===== src/rtl/jtag_tap_pkg.sv =====
// Shared TAP controller types, widths, opcodes and the 1149.1 state transition helper.
package jtag_tap_pkg;

   localparam int unsigned IR_WIDTH = 5;
   localparam int unsigned DR_WIDTH = 32;

   localparam logic [IR_WIDTH-1:0] IR_IDCODE  = 5'h01;
   localparam logic [IR_WIDTH-1:0] IR_USER    = 5'h10;
   localparam logic [IR_WIDTH-1:0] IR_BYPASS  = 5'h1F;
   localparam logic [IR_WIDTH-1:0] IR_CAPTURE = 5'b00001;

   typedef enum logic [3:0] {
      TapEx2Dr = 4'h0,
      TapEx1Dr = 4'h1,
      TapShDr  = 4'h2,
      TapPauDr = 4'h3,
      TapSelIr = 4'h4,
      TapUpdDr = 4'h5,
      TapCapDr = 4'h6,
      TapSelDr = 4'h7,
      TapEx2Ir = 4'h8,
      TapEx1Ir = 4'h9,
      TapShIr  = 4'hA,
      TapPauIr = 4'hB,
      TapRti   = 4'hC,
      TapUpdIr = 4'hD,
      TapCapIr = 4'hE,
      TapTlr   = 4'hF
   } tap_state_e;

   typedef enum logic [1:0] {
      DrBypass,
      DrIdcode,
      DrUser
   } dr_sel_e;

   function automatic tap_state_e tap_next(input tap_state_e s, input logic tms);
      tap_state_e n;
      case (s)
         TapTlr:   n = tms ? TapTlr   : TapRti;
         TapRti:   n = tms ? TapSelDr : TapRti;
         TapSelDr: n = tms ? TapSelIr : TapCapDr;
         TapCapDr: n = tms ? TapEx1Dr : TapShDr;
         TapShDr:  n = tms ? TapEx1Dr : TapShDr;
         TapEx1Dr: n = tms ? TapUpdDr : TapPauDr;
         TapPauDr: n = tms ? TapEx2Dr : TapPauDr;
         TapEx2Dr: n = tms ? TapUpdDr : TapShDr;
         TapUpdDr: n = tms ? TapSelDr : TapRti;
         TapSelIr: n = tms ? TapTlr   : TapCapIr;
         TapCapIr: n = tms ? TapEx1Ir : TapShIr;
         TapShIr:  n = tms ? TapEx1Ir : TapShIr;
         TapEx1Ir: n = tms ? TapUpdIr : TapPauIr;
         TapPauIr: n = tms ? TapEx2Ir : TapPauIr;
         TapEx2Ir: n = tms ? TapUpdIr : TapShIr;
         TapUpdIr: n = tms ? TapSelDr : TapRti;
         default:  n = TapTlr;
      endcase
      return n;
   endfunction

endpackage


===== src/rtl/jtag_tap_sync.sv =====
// Oversampling synchronizer for the host-driven JTAG pins, with TCK rise/fall strobes
// derived from the last synchronizer stage and one history flop.
module jtag_tap_sync #(
   parameter int unsigned SYNC_STAGES = 2
) (
   input  logic clock,
   input  logic reset,
   input  logic tck,
   input  logic tms,
   input  logic tdi,
   input  logic trstn,
   output logic tms_sync,
   output logic tdi_sync,
   output logic trstn_sync,
   output logic tck_rise,
   output logic tck_fall
);

   logic [SYNC_STAGES-1:0] tck_q;
   logic [SYNC_STAGES-1:0] tms_q;
   logic [SYNC_STAGES-1:0] tdi_q;
   logic [SYNC_STAGES-1:0] trstn_q;
   logic                   tck_hist_q;

   // Idle pin levels on reset so no spurious edge or test reset is seen on release.
   always_ff @(posedge clock or negedge reset) begin
      if (!reset) begin
         tck_q      <= '0;
         tms_q      <= '1;
         tdi_q      <= '0;
         trstn_q    <= '1;
         tck_hist_q <= 1'b0;
      end else begin
         tck_q      <= {tck_q[SYNC_STAGES-2:0], tck};
         tms_q      <= {tms_q[SYNC_STAGES-2:0], tms};
         tdi_q      <= {tdi_q[SYNC_STAGES-2:0], tdi};
         trstn_q    <= {trstn_q[SYNC_STAGES-2:0], trstn};
         tck_hist_q <= tck_q[SYNC_STAGES-1];
      end
   end

   assign tms_sync   = tms_q[SYNC_STAGES-1];
   assign tdi_sync   = tdi_q[SYNC_STAGES-1];
   assign trstn_sync = trstn_q[SYNC_STAGES-1];
   assign tck_rise   = tck_q[SYNC_STAGES-1] & ~tck_hist_q;
   assign tck_fall   = ~tck_q[SYNC_STAGES-1] & tck_hist_q;

endmodule


===== src/rtl/jtag_tap_responder.sv =====
// IEEE 1149.1 TAP responder clocked by the system clock: IDCODE, BYPASS and an optional
// 32-bit user DR enabled by defining JTAG_TAP_USER_DR_EN.
module jtag_tap_responder
   import jtag_tap_pkg::*;
#(
   parameter logic [DR_WIDTH-1:0] IDCODE      = 32'h1000_0001,
   parameter int unsigned         SYNC_STAGES = 2
) (
   input  logic                clock,
   input  logic                reset,
   input  logic                jtag_TCK,
   input  logic                jtag_TMS,
   input  logic                jtag_TDI,
   input  logic                jtag_TRSTn,
   output logic                jtag_TDO_data,
   output logic                jtag_TDO_driven,
   input  logic [DR_WIDTH-1:0] user_capture,
   output logic [DR_WIDTH-1:0] user_data,
   output logic                user_update,
   output logic [3:0]          tap_state
);

   tap_state_e          state_q, state_d;
   logic [IR_WIDTH-1:0] ir_q, ir_sr_q;
   logic [DR_WIDTH-1:0] dr_sr_q;
   logic                bypass_q;
   logic                tdo_q, driven_q, tdo_d;
   dr_sel_e             dr_sel;
   logic                tms_s, tdi_s, trstn_s, tck_rise, tck_fall;

   jtag_tap_sync #(
      .SYNC_STAGES(SYNC_STAGES)
   ) u_sync (
      .clock     (clock),
      .reset     (reset),
      .tck       (jtag_TCK),
      .tms       (jtag_TMS),
      .tdi       (jtag_TDI),
      .trstn     (jtag_TRSTn),
      .tms_sync  (tms_s),
      .tdi_sync  (tdi_s),
      .trstn_sync(trstn_s),
      .tck_rise  (tck_rise),
      .tck_fall  (tck_fall)
   );

   always_ff @(posedge clock or negedge reset) begin
      if (!reset) begin
         state_q <= TapTlr;
      end else begin
         state_q <= state_d;
      end
   end

   always_comb begin
      state_d = state_q;
      if (!trstn_s) begin
         state_d = TapTlr;
      end else if (tck_rise) begin
         state_d = tap_next(state_q, tms_s);
      end
   end

   always_comb begin
      case (ir_q)
         IR_IDCODE: dr_sel = DrIdcode;
`ifdef JTAG_TAP_USER_DR_EN
         IR_USER:   dr_sel = DrUser;
`else
         IR_USER:   dr_sel = DrBypass;
`endif
         IR_BYPASS: dr_sel = DrBypass;
         default:   dr_sel = DrBypass;
      endcase
   end

   always_comb begin
      tdo_d = dr_sr_q[0];
      if (state_q == TapShIr) begin
         tdo_d = ir_sr_q[0];
      end else if (dr_sel == DrBypass) begin
         tdo_d = bypass_q;
      end
   end

   // Test reset wins over any TCK edge seen in the same clock.
   always_ff @(posedge clock or negedge reset) begin
      if (!reset) begin
         ir_q     <= IR_IDCODE;
         ir_sr_q  <= '0;
         dr_sr_q  <= '0;
         bypass_q <= 1'b0;
         tdo_q    <= 1'b0;
         driven_q <= 1'b0;
      end else if (!trstn_s) begin
         ir_q     <= IR_IDCODE;
         ir_sr_q  <= '0;
         dr_sr_q  <= '0;
         bypass_q <= 1'b0;
         tdo_q    <= 1'b0;
         driven_q <= 1'b0;
      end else begin
         if (tck_rise) begin
            case (state_q)
               TapCapIr: ir_sr_q <= IR_CAPTURE;
               TapShIr:  ir_sr_q <= {tdi_s, ir_sr_q[IR_WIDTH-1:1]};
               TapCapDr: begin
                  case (dr_sel)
                     DrIdcode: dr_sr_q <= IDCODE;
`ifdef JTAG_TAP_USER_DR_EN
                     DrUser:   dr_sr_q <= user_capture;
`endif
                     default:  bypass_q <= 1'b0;
                  endcase
               end
               TapShDr: begin
                  if (dr_sel == DrBypass) begin
                     bypass_q <= tdi_s;
                  end else begin
                     dr_sr_q <= {tdi_s, dr_sr_q[DR_WIDTH-1:1]};
                  end
               end
               default: ;
            endcase
            if (state_d == TapTlr) begin
               ir_q <= IR_IDCODE;
            end else if (state_d == TapUpdIr) begin
               ir_q <= ir_sr_q;
            end
         end
         if (tck_fall) begin
            tdo_q    <= tdo_d;
            driven_q <= (state_q == TapShDr) || (state_q == TapShIr);
         end
      end
   end

`ifdef JTAG_TAP_USER_DR_EN
   logic [DR_WIDTH-1:0] user_data_q;
   logic                user_update_q;

   always_ff @(posedge clock or negedge reset) begin
      if (!reset) begin
         user_data_q   <= '0;
         user_update_q <= 1'b0;
      end else begin
         user_update_q <= 1'b0;
         if (tck_rise && trstn_s && state_d == TapUpdDr && dr_sel == DrUser) begin
            user_data_q   <= dr_sr_q;
            user_update_q <= 1'b1;
         end
      end
   end

   assign user_data   = user_data_q;
   assign user_update = user_update_q;
`else
   logic unused_user_capture;
   assign unused_user_capture = ^user_capture;
   assign user_data           = '0;
   assign user_update         = 1'b0;
`endif

   assign jtag_TDO_data   = tdo_q;
   assign jtag_TDO_driven = driven_q;
   assign tap_state       = state_q;

endmodule


===== config.mk =====
export PLATFORM = sky130hd
export DESIGN_NAME = jtag_tap_responder
export DESIGN_NICKNAME = d
export VERILOG_FILES = /design/src/rtl/jtag_tap_pkg.sv /design/src/rtl/jtag_tap_sync.sv /design/src/rtl/jtag_tap_responder.sv
export SDC_FILE = /design/constraint.sdc
export NUM_CORES = 1
export LEC_CHECK = 0
export CORE_ASPECT_RATIO = 1.1
export CORE_MARGIN = 2
export CORE_UTILIZATION = 39
export DETAILED_ROUTE_END_ITERATION = 10
export PLACE_DENSITY_LB_ADDON = 0.05
export SLEW_MARGIN = 5
export SYNTH_ARGS = -nofsm -noshare
export SYNTH_HDL_FRONTEND = slang
export SYNTH_HIERARCHICAL = 1
export SYNTH_SLANG_ARGS = --single-unit

===== constraint.sdc =====
create_clock -name clock -period 1.9 [get_ports clock]
set_input_delay 0.475 -clock clock [delete_from_list [all_inputs] [get_ports clock]]
set_output_delay 0.475 -clock clock [all_outputs]
set_load 0.05 [all_outputs]

# Word level (Yosys, flattened, before mapping)
# Cells that the tools add are included.
[classes]
n_reduce_logical = 10
mux = 39
bitwise = 4
eq_ne = 28
[ops]
columns = ["cell", "count"]
rows = [
  ["32-bit two-way mux", 4],
  ["32-bit case mux with 2 select lines", 1],
  ["4-bit case mux with 12 select lines", 1],
  ["4-bit equality test (second input constant)", 10],
  ["5-bit two-way mux", 6],
  ["3-bit != test (second input constant)", 7],
  ["4-bit by 3-bit equality test with 1-bit output (second input constant)", 4],
  ["1-bit two-way mux", 12],
  ["2-bit two-way mux", 6],
  ["3-bit two-way mux", 4],
  ["4-bit two-way mux", 3],
  ["5-bit case mux with 2 select lines", 1],
  ["4-bit by 2-bit equality test with 1-bit output (second input constant)", 2],
  ["4-bit AND reduction", 2],
  ["5-bit by 1-bit equality test with 1-bit output (second input constant)", 1],
  ["4-bit by 1-bit equality test with 1-bit output (second input constant)", 1],
  ["4-bit logical NOT", 1],
  ["2-bit != test (second input constant)", 2],
  ["2-bit AND reduction", 2],
  ["2-bit OR reduction", 2],
  ["3-bit OR reduction", 1],
  ["1-bit AND", 2],
  ["2-bit logical NOT", 1],
  ["1-bit inverter", 2],
  ["other kinds (3)", 3],
]
[totals]
inputBits = 38
elab_cells = 93
regBits = 58
output_inout_bits = 39

# Longest topological paths before layout
# Gate-level depths: netlist of the first run.
[logic_depth]
depth_word = 10
depth_mapped = 7
depth_no_buf = 6

# Modules after synthesis
# Netlist of the first run, hierarchy kept.
[by_module_without_submodules]
columns = ["module", "cells_per_inst", "seq_area_each_um2", "area_each_um2", "instances"]
rows = [
  ["jtag_tap_responder", 287, 1232.4, 2817.7, 1],
  ["jtag_tap_sync", 11, 230.2, 245.2, 1],
]

# Least setup slack after synthesis of the first run
# Ideal clock, no wire load.
[synth_timing]
path_kind = "reg-to-reg"
from = "register state_q[1] (netlist: tap_state[1])"
to = "register dr_sr_q[0]"
t_required_ps = 1761
setup_ps = 139
path_slack_ps = 127
period_less_slack_ps = 1773
arrival_ps = 1634
n_path_buf = 1
stages_incl_launch_ff = 6
path_cell_list = "dfstp_2 -> nor3b_4 -> and2b_2 -> buf_6 -> nor3b_2 -> nor3_2"
[synth_via]
elab_chain_len = 4
word_cells_on_any_way = 9
classes_between = "eq/ne: 5; mux: 3; reduce/logical: 1"
[synth_lines]
columns = ["item", "line", "text"]
rows = [
  ["start: declaration", "jtag_tap_responder.sv:23", "tap_state_e state_q, state_d;"],
  ["start signal: assignment", "jtag_tap_responder.sv:49", "state_q <= TapTlr;"],
  ["start signal: assignment", "jtag_tap_responder.sv:51", "state_q <= state_d;"],
  ["4-bit by 2-bit equality test with 1-bit output / 4-bit by 3-bit equality test with 1-bit output (equally long branches)", "jtag_tap_responder.sv:104", "case (state_q)"],
  ["32-bit case mux with 2 select lines", "jtag_tap_responder.sv:104", ""],
  ["32-bit two-way mux", "jtag_tap_responder.sv:103", "if (tck_rise) begin"],
  ["32-bit two-way mux", "jtag_tap_responder.sv:95", "end else if (!trstn_s) begin"],
  ["end signal: assignment", "jtag_tap_responder.sv:120", "dr_sr_q <= {tdi_s, dr_sr_q[DR_WIDTH-1:1]};"],
  ["end: declaration", "jtag_tap_responder.sv:25", "logic [DR_WIDTH-1:0] dr_sr_q;"],
]
# Several ways; a longest one is shown, not always the timed one. The select of a mux whose other input is x is not followed.
# A chain may end at the register's enable or synchronous reset.

# Worst setup path after layout of the first run
[layout_timing]
from = "register state_q[0] (netlist: tap_state[0])"
to = "output tap_state[0]"
[layout_lines]
columns = ["item", "line", "text"]
rows = [
  ["end: declaration", "jtag_tap_responder.sv:20", "output logic [3:0] tap_state"],
]
# No word-level cell between the ends.

==> results.ini, run 1 <==
[routing]
via_per_inst = 4.60
drc = 0
drt_pre_antenna_iters = 4
wl_per_cell_um = 13.1
postRouteAntennaNets = 0
vias = 1922
drtIter0Drc = 109
routed_wirelength_um = 5460

[worst_setup_path]
crit_fanout = 9
path_cells = buf_4 -> buf_12
cp.arrival_ns = 1.33
worst_setup_path_start_kind = flip-flop
cpLargestDelayFamily = flip-flops
cp_num_cells = 2
crit_type = flip-flop to output port
r2r_end = ir_q[2]
crit_slowest_cell = dfstp_2
ff2ff_path_depth = 4
regToRegSetupSlack_ns = 0.16
cp_num_buf_inv = 2
reg2reg_from = tap_state[2]
slowest_delay_ns = 0.65
cp.required_ns = 1.42
worst_setup_path_end_kind = output port

[power]
peakVddDrop_mv = 0.401
p_comb_share_pct = 11.3
p_int_mw = 2.10
p_seq_share_pct = 44.9
finalPower_mw = 2.87
power.leakage_nw = 1.38
power.share.clock_pct = 43.8
power.density_mw_per_mm2 = 844
p_sw_share_pct = 26.8
netSwitchingPower_uw = 769

[sta]
finalClockSkew_ns = 0.00686
slew_violations = 0
fin_crit_sh_pct = 94.8
setup_slack_ns = 0.0989
max_slew_margin_pct = 64.1
setup_viol = 0
rsz0062_at_grt = no
tightest_slew_ns = 0.539
tns_ns = 0
hold_viol_final = 0
fmax_mhz = 555
fin_crit_ns = 1.80

[final_layout]
n_antenna_cell = 0
drive_gt1_share_pct = 28.4
fillers = 723
final_area_mm2 = 0.00340
register_area_mm2 = 0.00146
multi_input_area_mm2 = 0.00130
syn2layout_area_growth_pct = 11.0
finalNetCount = 346

[cts]
postCtsSetupBuffers = 0
clock_sinks = 58
numCtsBuffers = 9
cts_max_path_buffers = 2
cts_tree = yes
cts-htree-levels = 3
path_clk_slew_ns = 0.07
clk-insertion-delay-late_ns = 0.33
cts_root_buf = clkbuf_8

[flow_run]
drv_cap = 0

[placed_design]
gp_congestion = 0.719
dp_slack_ns = 0.161
place_area_mm2 = 0.00317
placement.io_buffers = 11
hpwlAfterDp_um = 3320

[yosys]
ys_async_sr_fraction_pct = 100
netlist-cell-type-count = 43
ys_warn_count = 6
avgSynthCellArea_um2 = 10.3
syn-cell-area_mm2 = 0.00306
synthCells = 298
synth-edff-count = 0
synth-seq-area-share_pct = 47.8
ys_seq_elements = 58
synth_flop_cell = dfrtp_1

[hold_path]
hp-class = input port to asynchronous set/reset pin

[floorplan]
dieArea_mm2 = 0.00858
start_util_pct = 40.5
std_cell_rows = 33
ios = 77
coreArea_mm2 = 0.00756
die_y_um = 96.9
die_width_um = 88.5

[run_status]
status = completed

[grt]
grt_max_degree = 46
grt_pass1_wl_um = 9160
first_global_vias = 1860
overflow = 0
antenna_found_initial = 0
grt_usage_pct = 13.6

[stage by stage]
stage / utilization (%) / hold WS [ns] / instances
2_1_floorplan: - / 0.179 / 330
3_3_place_gp: 42.0 / 0.335 / 402
3_5_place_dp: 42.0 / 0.337 / 402
4_1_cts: 44.9 / 0.0342 / 418
5_1_grt: 45.0 / 0.0533 / 418
6_report: 45.0 / 0.0380 / 418
[how the worst max path moves through the flow]
stage / start / endpoint / slack, ns
after CTS: tap_state[0] / tap_state[0] / 0.09
after floorplan: tap_state[1] / dr_sr_q[0] / 0.13
after global placement: u_sync/tck_q[1] / ir_q[2] / 0.18
after detailed placement: u_sync/tck_q[1] / ir_q[2] / 0.16
after global routing: u_sync/tck_q[1] / ir_q[2] / 0.03
final: tap_state[0] / tap_state[0] / 0.1
[logic make-up after synthesis]
group	Yosys count	share of synthesized area [%]
buffers and inverters	58	14.0
AO/OA/AOI/OAI	51	11.4
multiplexers	9	2.94
AND/OR/NAND/NOR	121	23.9
flip-flops	58	47.8
other	1	0.122
[area by class of cell]
cell class              instances  area share (%)
multi-input cells             214            38.3
clock inverters                 5            2.28
inverters                       3           0.331
flip-flops and latches         58            43.0
clock buffers                  11            4.16
well taps                     105            3.86
repair buffers                 22            8.02
[power by group through the flow]
stage          Combinational, mW  Sequential [mW]  Clock (mW)
2_1_floorplan              0.296             1.31           0
3_3_place_gp               0.323             1.31           0
3_5_place_dp               0.322             1.31           0
4_1_cts                    0.323             1.29        1.30
5_1_grt                    0.349             1.29        1.33
6_report                   0.324             1.29        1.26
[what timing repair did]
item                                    in CTS  in global routing
resized for setup                            0                  1
hold buffers                                 0                  0
endpoints found under the setup margin       0                  1
[metal layers]
| layer | vias up | GRT usage, % | wire [um] |
|---|---|---|---|
| met1 | 915 | 19.5 | 2760 |
| met3 | 10 | 2.82 | 158 |
| met5 | - | 0 | 0 |
| met2 | 37 | 19.5 | 2440 |
| li1 | 960 | - | - |
| met4 | 0 | 6.29 | 101 |
[synthesized netlist by cell type (2+ instances only)]
| cell type | instances | share of area (%) |
|---|---|---|
| nor3_1 | 3 | 0.49 |
| nand2_1 | 52 | 6.4 |
| a21oi_1 | 22 | 3.6 |
| inv_1 | 2 | 0.25 |
| and2_1 | 2 | 0.41 |
| nand3_2 | 19 | 6.2 |
| buf_2 | 3 | 0.49 |
| nor2b_1 | 3 | 0.61 |
| nor4_1 | 2 | 0.41 |
| nand2b_1 | 2 | 0.41 |
| dfrtp_1 | 49 | 40 |
| dfstp_2 | 9 | 7.7 |
| buf_6 | 7 | 2.6 |
| o21ai_2 | 2 | 0.57 |
| o21ai_0 | 4 | 0.65 |
| nor3b_1 | 3 | 0.74 |
| and2b_2 | 2 | 0.57 |
| nand3_1 | 15 | 2.5 |
| buf_4 | 38 | 9.3 |
| a21oi_2 | 16 | 4.6 |
| clkbuf_1 | 6 | 0.74 |
| nor2_1 | 8 | 0.98 |
| mux2i_1 | 9 | 2.9 |
[placed cells by master (no fill, tap or decap), drive strengths merged, types with 3 or more instances in the layout]
master	instances
a21oi	38
buf	18
clkbuf	11
clkdlybuf4s50	4
conb	33
dfrtp	49
dfstp	9
inv	3
mux2i	9
nand2	52
nand3	34
nor2	8
nor2b	3
nor3	5
nor3b	5
nor4	3
o21ai	7
[registers in the layout (all words and copies together), names as in the netlist]
| register | cells |
|---|---|
| dr_sr_q | 32 |
| ir_q | 5 |
| ir_sr_q | 5 |
| tap_state | 4 |
| u_sync/tck_q | 2 |
| u_sync/tdi_q | 2 |
| u_sync/tms_q | 2 |
| u_sync/trstn_q | 2 |
| bypass_q | 1 |
| jtag_TDO_data | 1 |
| jtag_TDO_driven | 1 |
| u_sync/tck_hist_q | 1 |
No activity file was read; power rests on OpenSTA's default activity.
==> run 2: changes to the inputs <==
Settings changed: CELL_PAD_IN_SITES_DETAIL_PLACEMENT set to 0, CELL_PAD_IN_SITES_GLOBAL_PLACEMENT set to 1, CORE_UTILIZATION 39 to 38.
==> results.ini, run 2 (synthesis gave the netlist of run 1 again) <==
[worst_setup_path]
path_cells = and4bb_1 -> and2_1 -> buf_12 -> nand3_1 -> a21oi_2  ; was buf_4 -> buf_12
worst_setup_path_start_kind = flip-flop  ; unchanged
reg2reg_from = tap_state[1]  ; was tap_state[2]
ff2ff_path_depth = 5  ; was 4
slowest_delay_ns = 0.72  ; was 0.65 ns
crit_type = flip-flop to flip-flop  ; was flip-flop to output port
cp_num_buf_inv = 1  ; was 2
crit_fanout = 32  ; was 9
cp.required_ns = 2.16  ; was 1.42 ns
cp-startpoint = tap_state[1]  ; was tap_state[0]
cp_num_cells = 5  ; was 2
cpLargestDelayFamily = flip-flops  ; unchanged
cp.arrival_ns = 2.05  ; was 1.33 ns
worst_setup_path_end_kind = flip-flop  ; was output port
crit_slowest_cell = dfstp_4  ; was dfstp_2

[run_status]
status = completed  ; unchanged

[sta]
fin_crit_ns = 1.79  ; was 1.80 ns
fmax_mhz = 558  ; was 555 MHz
fin_crit_sh_pct = 94.2  ; was 94.8%
tightest_slew_ns = 0.537  ; was 0.539 ns
finalClockSkew_ns = 0.00621  ; was 0.00686 ns
fin_hold_ws_ns = 0.144  ; was 0.0380 ns
hold_viol_final = 0  ; unchanged
setup_viol = 0  ; unchanged
max_slew_margin_pct = 64.2  ; was 64.1%
slew_violations = 0  ; unchanged

[final_layout]
n_antenna_cell = 0  ; unchanged
largest_reg_flops = 32  ; unchanged
fillers = 779  ; was 723
drive_gt1_share_pct = 29.5  ; was 28.4%
top_register = dr_sr_q  ; unchanged
syn2layout_area_growth_pct = 13.5  ; was 11.0%
mostFrequentLayoutCells = nand2_1 (52), dfrtp_1 (49), conb_1 (33)  ; unchanged
final_common_cell = nand2_1  ; unchanged
finalNetCount = 348  ; was 346
reg.largest.list = dr_sr_q: 32 flops, ir_q: 5 flops, ir_sr_q: 5 flops  ; unchanged

[routing]
routed_wirelength_um = 5560  ; was 5460 um
drtIter0Drc = 108  ; was 109
postRouteAntennaNets = 0  ; unchanged
drt_pre_antenna_iters = 4  ; unchanged
vias = 1971  ; was 1,922
wl_per_cell_um = 13.1  ; about the same
drc = 0  ; unchanged
via_per_inst = 4.66  ; was 4.60

[floorplan]
dieArea_mm2 = 0.00880  ; was 0.00858 mm^2
die_y_um = 98.2  ; was 96.9 um
std_cell_rows = 34  ; was 33
coreArea_mm2 = 0.00787  ; was 0.00756 mm^2
ios = 77  ; unchanged
start_util_pct = 38.9  ; was 40.5%
die_width_um = 89.6  ; was 88.5 um

[placed_design]
placement.io_buffers = 11  ; unchanged
gp_congestion = 0.642  ; was 0.719
hpwlAfterDp_um = 3370  ; was 3320 um

[cts]
clk-insertion-delay-late_ns = 0.33  ; about the same
cts-htree-levels = 3  ; unchanged
cts_max_path_buffers = 2  ; unchanged
cts_root_buf = clkbuf_8  ; unchanged
numCtsBuffers = 9  ; unchanged
clock_sinks = 58  ; unchanged
postCtsSetupBuffers = 0  ; unchanged
cts_tree = yes  ; unchanged
path_clk_slew_ns = 0.07  ; about the same

[flow_run]
drv_cap = 0  ; unchanged

[grt]
grt_usage_pct = 14.2  ; was 13.6%
grt_max_degree = 59  ; was 46
overflow = 0  ; unchanged
grt_pass1_wl_um = 9760  ; was 9160 um
first_global_vias = 2002  ; was 1,860
antenna_found_initial = 0  ; unchanged

[power]
finalPower_mw = 3.22  ; was 2.87 mW
power.density_mw_per_mm2 = 925  ; was 844 mW/mm^2
power.leakage_nw = 1.42  ; was 1.38 nW
peakVddDrop_mv = 0.383  ; was 0.401 mV

[hold_path]
hp-class = input port to asynchronous set/reset pin  ; unchanged

run 2: cell types whose count changed in the layout (fill, tap and decap cells not counted), sizes merged:
cell	delta
buf	+2
bufinv	+2
clkbuf	+1
clkinv	-2
clkinvlp	-1
run 2: timing repair:
item | 4_1_cts | 5_1_grt
gates resized for setup | 0 | 4
setup endpoints to repair | 0 | 6
hold buffers | 0 | 0
run 2: worst paths after layout:
path | end | slack, ns
max in group asynchronous | u_sync/tms_q[1] | 1.45
worst min-delay path | ir_q[3] | 0.14
worst max register to register | dr_sr_q[1] | 0.11
worst max-delay path | dr_sr_q[1] | 0.11
worst min register to register | u_sync/tdi_q[1] | 0.35
min in group clock | u_sync/tdi_q[1] | 0.35
run 2: report_power, final:
part / total [mW] / internal (mW) / switching [mW]
logic: 0.324 / 0.0731 / 0.251
clock network: 1.60 / 1.11 / 0.490
registers: 1.29 / 1.26 / 0.0286
total: 3.22 / 2.45 / 0.770
run 2: area by class of cell:
cell class                 instances  area [um^2]  area share, %
inverter                           3         11.3          0.324
tap                              108          135           3.89
multi-input combinational        214         1300           37.4
sequential                        58         1470           42.2
clock inverter                     4          120           3.46
timing repair buffer              24          279           8.03
clock buffer                      12          165           4.75
run 2: per-stage QoR:
stage	std cells	setup TNS, ns	setup slack [ns]	util, %	cell area, um^2
global route	423	-0.00729	-0.00729	44.2	3480
finish	423	0	0.109	44.2	3480
detailed placement	407	0	0.0702	40.4	3180
CTS	423	0	0.0499	44.0	3460
floorplan	330	0	0.127	-	3180
global placement	407	0	0.101	40.4	3180
run 2: routing by layer:
metal / GRT usage, % / up-vias / wire (um)
met1: 19.6 / 964 / 2680
met5: 0 / - / 0
li1: - / 968 / -
met2: 20.9 / 31 / 2580
met3: 3.55 / 8 / 206
met4: 6.54 / 0 / 91
